<file path="config.mk">
export PLATFORM = sky130hd
export DESIGN_NAME = regfile_write_scheduler_flat
export DESIGN_NICKNAME = d
export VERILOG_FILES = /design/src/rtl/regfile_write_scheduler_if.sv /design/src/rtl/regfile_write_scheduler.sv /design/src/flat_wrapper.sv
export SDC_FILE = /design/constraint.sdc
export NUM_CORES = 1
export LEC_CHECK = 0
export CAP_MARGIN = 0
export CORE_ASPECT_RATIO = 0.8
export CORE_MARGIN = 8
export CORE_UTILIZATION = 43
export CTS_BUF_LIST = sky130_fd_sc_hd__clkbuf_4 sky130_fd_sc_hd__clkbuf_8
export DETAILED_ROUTE_END_ITERATION = 8
export HOLD_SLACK_MARGIN = 0.12
export PLACE_DENSITY = 0.95
export SETUP_SLACK_MARGIN = 0.15
export SLEW_MARGIN = 10
export SYNTH_ARGS = -nofsm -noshare
export SYNTH_HDL_FRONTEND = slang
export SYNTH_SLANG_ARGS = --single-unit
</file>
<file path="constraint.sdc">
create_clock -name clk -period 4.7 [get_ports clk]
set_clock_uncertainty 0.15 [all_clocks]
set_input_delay 0.47 -clock clk [delete_from_list [all_inputs] [get_ports clk]]
set_output_delay 0.47 -clock clk [all_outputs]
set_load 0.005 [all_outputs]
</file>
<file path="src/rtl/regfile_write_scheduler_if.sv">
// Writeback bus bundle for regfile_write_scheduler.
// Holds the ALU and load request channels, the issue channel that marks a
// register as pending, and the registered register-file write port plus the
// busy scoreboard. The master modport is the environment; the slave modport
// is the scheduler itself.
interface regfile_write_scheduler_if;
  logic        alu_valid;
  logic [2:0]  alu_wa;
  logic [31:0] alu_wd;
  logic        alu_ready;

  logic        mem_valid;
  logic [2:0]  mem_wa;
  logic [31:0] mem_wd;
  logic        mem_ready;

  logic        iss_valid;
  logic [2:0]  iss_wa;

  logic        rf_we;
  logic [2:0]  rf_wa;
  logic [31:0] rf_wd;
  logic [7:0]  busy;

  modport master (
    output alu_valid, alu_wa, alu_wd,
    output mem_valid, mem_wa, mem_wd,
    output iss_valid, iss_wa,
    input  alu_ready, mem_ready,
    input  rf_we, rf_wa, rf_wd, busy
  );

  modport slave (
    input  alu_valid, alu_wa, alu_wd,
    input  mem_valid, mem_wa, mem_wd,
    input  iss_valid, iss_wa,
    output alu_ready, mem_ready,
    output rf_we, rf_wa, rf_wd, busy
  );
endinterface

</file>
<file path="src/rtl/regfile_write_scheduler.sv">
// regfile_write_scheduler
// Merges ALU and load writebacks onto a single register-file write port and
// keeps a busy scoreboard of registers that have a write outstanding.
// Build option: define WSCHED_RR_EN for round-robin arbitration between the
// two requesters; leave it undefined for fixed load (MEM) priority.
module regfile_write_scheduler #(
  parameter int NREG = 8
) (
  input  logic                      clk,
  input  logic                      rst,
  regfile_write_scheduler_if.slave  wif
);

  // Only scoreboard bits that name a real architectural register may ever be set.
  localparam logic [7:0] VALID_MASK = (NREG >= 8) ? 8'hFF : 8'((1 << NREG) - 1);

  typedef enum logic {
    LAST_ALU = 1'b0,
    LAST_MEM = 1'b1
  } arb_state_t;

  arb_state_t  r_state;
  arb_state_t  w_stateNext;

  logic        w_aluGrant;
  logic        w_memGrant;
  logic        w_xfer;
  logic [2:0]  w_winWa;
  logic [31:0] w_winWd;

  logic        r_rfWe;
  logic [2:0]  r_rfWa;
  logic [31:0] r_rfWd;
  logic [7:0]  r_busy;

  logic [7:0]  w_setMask;
  logic [7:0]  w_clrMask;
  logic [7:0]  w_busyNext;

  // Arbiter state register; reset leaves it at LAST_MEM so the first conflict favours the ALU.
  always_ff @(posedge clk or posedge rst) begin
    if (rst) begin
      r_state <= LAST_MEM;
    end else begin
      r_state <= w_stateNext;
    end
  end

  // Grant decision and next arbiter state; grants are forced low while reset is held.
  always_comb begin
    w_aluGrant  = 1'b0;
    w_memGrant  = 1'b0;
    w_stateNext = r_state;
    if (!rst) begin
      if (wif.alu_valid && wif.mem_valid) begin
`ifdef WSCHED_RR_EN
        if (r_state == LAST_MEM) begin
          w_aluGrant = 1'b1;
        end else begin
          w_memGrant = 1'b1;
        end
`else
        w_memGrant = 1'b1;
`endif
      end else if (wif.alu_valid) begin
        w_aluGrant = 1'b1;
      end else if (wif.mem_valid) begin
        w_memGrant = 1'b1;
      end
    end
    if (w_aluGrant) begin
      w_stateNext = LAST_ALU;
    end else if (w_memGrant) begin
      w_stateNext = LAST_MEM;
    end
  end

  assign w_xfer  = w_aluGrant | w_memGrant;
  assign w_winWa = w_aluGrant ? wif.alu_wa : wif.mem_wa;
  assign w_winWd = w_aluGrant ? wif.alu_wd : wif.mem_wd;

  // Scoreboard update: clear the bit being written back, then apply the issue set so a same-bit set wins.
  always_comb begin
    w_setMask = 8'h00;
    w_clrMask = 8'h00;
    if (w_xfer) begin
      w_clrMask[w_winWa] = 1'b1;
    end
    if (wif.iss_valid) begin
      w_setMask[wif.iss_wa] = 1'b1;
    end
    w_busyNext = ((r_busy & ~w_clrMask) | w_setMask) & VALID_MASK;
  end

  // Output write port: a transfer loads the winner, an idle edge drops the enable and holds address/data.
  always_ff @(posedge clk or posedge rst) begin
    if (rst) begin
      r_rfWe <= 1'b0;
      r_rfWa <= 3'd0;
      r_rfWd <= 32'd0;
    end else if (w_xfer) begin
      r_rfWe <= 1'b1;
      r_rfWa <= w_winWa;
      r_rfWd <= w_winWd;
    end else begin
      r_rfWe <= 1'b0;
    end
  end

  // Busy scoreboard register.
  always_ff @(posedge clk or posedge rst) begin
    if (rst) begin
      r_busy <= 8'h00;
    end else begin
      r_busy <= w_busyNext;
    end
  end

  assign wif.alu_ready = w_aluGrant;
  assign wif.mem_ready = w_memGrant;
  assign wif.rf_we     = r_rfWe;
  assign wif.rf_wa     = r_rfWa;
  assign wif.rf_wd     = r_rfWd;
  assign wif.busy      = r_busy;

endmodule

</file>
<file path="src/flat_wrapper.sv">
// flat-port wrapper written by rule: the top's interface ports become plain ports
module regfile_write_scheduler_flat 
#(
  parameter int NREG = 8
)
  (clk, rst, wif_alu_valid, wif_alu_wa, wif_alu_wd, wif_mem_valid, wif_mem_wa, wif_mem_wd, wif_iss_valid, wif_iss_wa, wif_alu_ready, wif_mem_ready, wif_rf_we, wif_rf_wa, wif_rf_wd, wif_busy);
  regfile_write_scheduler_if wif_i ();
  input  logic clk;
  input  logic rst;
  input wire logic [$bits(wif_i.alu_valid)-1:0] wif_alu_valid;
  input wire logic [$bits(wif_i.alu_wa)-1:0] wif_alu_wa;
  input wire logic [$bits(wif_i.alu_wd)-1:0] wif_alu_wd;
  input wire logic [$bits(wif_i.mem_valid)-1:0] wif_mem_valid;
  input wire logic [$bits(wif_i.mem_wa)-1:0] wif_mem_wa;
  input wire logic [$bits(wif_i.mem_wd)-1:0] wif_mem_wd;
  input wire logic [$bits(wif_i.iss_valid)-1:0] wif_iss_valid;
  input wire logic [$bits(wif_i.iss_wa)-1:0] wif_iss_wa;
  output wire logic [$bits(wif_i.alu_ready)-1:0] wif_alu_ready;
  output wire logic [$bits(wif_i.mem_ready)-1:0] wif_mem_ready;
  output wire logic [$bits(wif_i.rf_we)-1:0] wif_rf_we;
  output wire logic [$bits(wif_i.rf_wa)-1:0] wif_rf_wa;
  output wire logic [$bits(wif_i.rf_wd)-1:0] wif_rf_wd;
  output wire logic [$bits(wif_i.busy)-1:0] wif_busy;
  assign wif_i.alu_valid = wif_alu_valid;
  assign wif_i.alu_wa = wif_alu_wa;
  assign wif_i.alu_wd = wif_alu_wd;
  assign wif_i.mem_valid = wif_mem_valid;
  assign wif_i.mem_wa = wif_mem_wa;
  assign wif_i.mem_wd = wif_mem_wd;
  assign wif_i.iss_valid = wif_iss_valid;
  assign wif_i.iss_wa = wif_iss_wa;
  assign wif_alu_ready = wif_i.alu_ready;
  assign wif_mem_ready = wif_i.mem_ready;
  assign wif_rf_we = wif_i.rf_we;
  assign wif_rf_wa = wif_i.rf_wa;
  assign wif_rf_wd = wif_i.rf_wd;
  assign wif_busy = wif_i.busy;
  regfile_write_scheduler #(.NREG(NREG)) u_core (.clk(clk), .rst(rst), .wif(wif_i));
endmodule
</file>
==> key figures <==
Clock tree
  – H-tree depth: 2
  – CTS tree: done
  – Clk sinks: 44
  – Inserted Clock Buffers: 5
  – Clk buf depth: 2
  – Reg clk slew, reported paths: 80 ps
  – # hold bufs at CTS: 0
  – Post-CTS Setup Bufs: 0
  – Cts repair resizes: 0
  – Clock Latency Late Sink: 280 ps
  – CTS root buffer: clkbuf_8

Setup path
  – CP Depth: 5
  – CP Cell Sequence: clkdlybuf4s50_1 > buf_4 > nor3b_1 > buf_4 > clkdlybuf4s50_1
  – Critical path endpoint category: primary output
  – CP max stage cell: clkdlybuf4s50_1
  – Setup crit start kind: input port
  – CP bufs+invs: 4
  – Critical path arrival: 2390 ps
  – CP top delay family: buffers and inverters
  – Cells on worst reg2reg path: 3
  – Largest stage delay on the critical path: 640 ps
  – Top fanout value on the critical path: 26
  – Required @ worst endpoint: 4080 ps
  – Crit Path Class: input port to primary output

Power and ir drop
  – VDD IR max: 0.175 mV
  – Leak: 0.00150 µW
  – Pwr Density: 268 nW/µm²

Worst hold path
  – HP Class: flop to flop
  – Hold Crit Depth: 2

Floorplanning
  – Full die area: 7850 µm²
  – Floorplan row count: 23
  – Core footprint: 5040 µm²
  – Die W: 97.1 µm
  – Starting Density: 44.9%
  – Die Y: 80.9 µm
  – Num ports: 124

Synth
  – Main flop type after synthesis: dfrtp_1
  – Largest family of logic cells by synthesized area: compound AO/OA/AOI/OAI gates
  – Count of different cell masters after synthesis: 32
  – Post-synthesis sequential area ratio: 48.7%
  – Fraction of registers with async set/reset: 100%
  – Synthesized area per cell: 9.55 µm²
  – Post-synth EDFFs: 0
  – Post-synthesis cell area: 2260 µm²
  – Syn Inst Count: 237
  – Largest cells by area after synthesis: dfrtp_1 49%, a22oi_1 11%, o21ai_0 8.2%, a21oi_1 4.0%, nor2b_1 3.6%
  – Ys Warns: 0
  – Post-synth top area cell: dfrtp_1
  – Post-synthesis xor/xnor area fraction: 0%
  – Yosys reg bits: 44
  – Top-area cell type share of the netlist area: 48.7%
  – Synth Area in Adders: 0%
  – Mux share of post-synthesis cell area: 2.71%
  – Simple-Gate Fraction of Synth Area: 16.4%
  – Synth Area in Compound Gates: 26.9%
  – Top-count cell post-synth: dfrtp_1
  – Post-synthesis net count: 315
  – Post-synth top cells: 44 x dfrtp_1, 37 x o21ai_0, 32 x a22oi_1

GRT
  – GR Overflow Total: 0
  – Number of global-route vias before repair: 2345
  – Global Route met1 Usage: 22.8%
  – First-pass GRT wire length: 11700 µm
  – Grt met3 use: 5.68%
  – GRT busiest layer: met2
  – All-Layer GR Usage: 17.8%
  – Largest net degree at the start of global routing: 45
  – Initial antenna violation count: 0
  – Met2 Use GR: 29.2%

Place
  – Count of buffers from port buffering: 123
  – Dpl cells: 410
  – Placed cell areas: 3520 µm²
  – Pre-CTS setup slack: 1490 ps
  – GPL Wtd Cong: 0.783
  – Final HPWL from detailed placement: 5480 µm

Timing
  – Max-slew violations: 0
  – Slew of the pin with the lowest slew margin: 1180 ps
  – Final Critical Period: 3010 ps
  – Post-route setup TNS: 0 ps
  – Fin worst setup slack: 1690 ps
  – Final hold violation count: 0
  – Setup violators final: 0
  – Fmax: 333 MHz
  – RSZ-0062 raised after global routing: false
  – Final period utilization: 64.0%
  – Slew HR: 21.3%

Final layout
  – Final Non-Filler Cells: 417
  – Layout cells sized above 1: 4.79%
  – Ant. Diodes: 0
  – Area grow syn2layout: 59.4%
  – Final-stage net count: 433
  – Post-route cell area: 3610 µm²

Drt
  – # DRC: 0
  – Routed len/inst: 17.3 µm
  – Via Count: 2306
  – Antenna Nets Post-Route: 0
  – Post-Route WL: 7220 µm
  – 1st-pass router iterations: 4
  – Initial DRC count: 96
  – DR vias/cell: 5.53

Job
  – Max cap viols: 0

Run status
  – Outcome: finished clean
## per-stage QoR
stage | total power (µW) | hold WS, ps | util, %
final | 968 | 339 | 71.6
after CTS | 975 | 338 | 71.6
after floorplan | 557 | 323 | -
after global placement | 739 | 311 | 70.0
after detailed placement | 749 | 320 | 70.0
after global routing | 1020 | 361 | 71.6
## registers in the layout, indices dropped and copies added, names as in the netlist
register and cells:
u_core.wif.busy 8, u_core.wif.rf_wd 32, u_core.wif.rf_wa 3, u_core.wif.rf_we 1
## kinds of logic after synthesis
family	after synthesis
compound gates	101
mux	6
buf+inv	27
flops	44
simple gates	59
## tightest hold or removal path: stages, from the launching register on
cell and delay [ps]:
dfrtp_1 350, nand2_1 50, o21ai_0 60
## routing by layer
metal,share of wire [%],up-vias
li1,-,1098
met1,43,1107
met2,48,95
met3,7.8,6
met4,0.71,0
met5,0,-
## layout by cell type, fill, tap and decap left out, types with 2 or more instances in the layout
cell type,count
a31oi_1,7
nand2_1,18
inv_1,9
nor2_1,2
nor2b_1,13
and2b_1,8
nand2b_1,4
dfrtp_1,44
o21ai_1,4
clkdlybuf4s50_1,123
clkbuf_8,5
and4b_1,3
nor4bb_1,3
o21ai_0,37
mux2i_1,5
a21oi_1,18
buf_4,5
a22oi_1,32
## power breakdown
| part | internal [µW] | switching (µW) | leakage, µW |
|---|---|---|---|
| sequential | 423 | 31.1 | 0.000513 |
| combinational | 181 | 105 | 0.000939 |
| clock | 107 | 121 | 0.0000445 |
| total | 711 | 257 | 0.00150 |
## area by class of cell
| cell class | instances | area [µm²] |
|---|---|---|
| multi-input cells | 166 | 1040 |
| well taps | 62 | 77.6 |
| inverters | 10 | 37.5 |
| fillers | 379 | 1430 |
| clock buffers | 6 | 76.3 |
| clock inverters | 1 | 5.00 |
| flip-flops and latches | 44 | 1100 |
| repair buffers | 128 | 1270 |
## final timing paths
check | startpoint | end | slack, ps
worst max register to register | u_core.wif.rf_wd[19]$_DFFE_PP0P_ | u_core.wif.rf_wd[19]$_DFFE_PP0P_ | 3630
worst max-delay path | wif_mem_valid | wif_alu_ready | 1690
max in group asynchronous | rst | u_core.wif.rf_wd[20]$_DFFE_PP0P_ | 2710
worst min-delay path | u_core.wif.rf_wd[0]$_DFFE_PP0P_ | u_core.wif.rf_wd[0]$_DFFE_PP0P_ | 340
min in group asynchronous | rst | u_core.wif.rf_wd[24]$_DFFE_PP0P_ | 1130
worst min register to register | u_core.wif.rf_wd[0]$_DFFE_PP0P_ | u_core.wif.rf_wd[0]$_DFFE_PP0P_ | 340
Note: power is estimated with default switching activity, not from simulation.
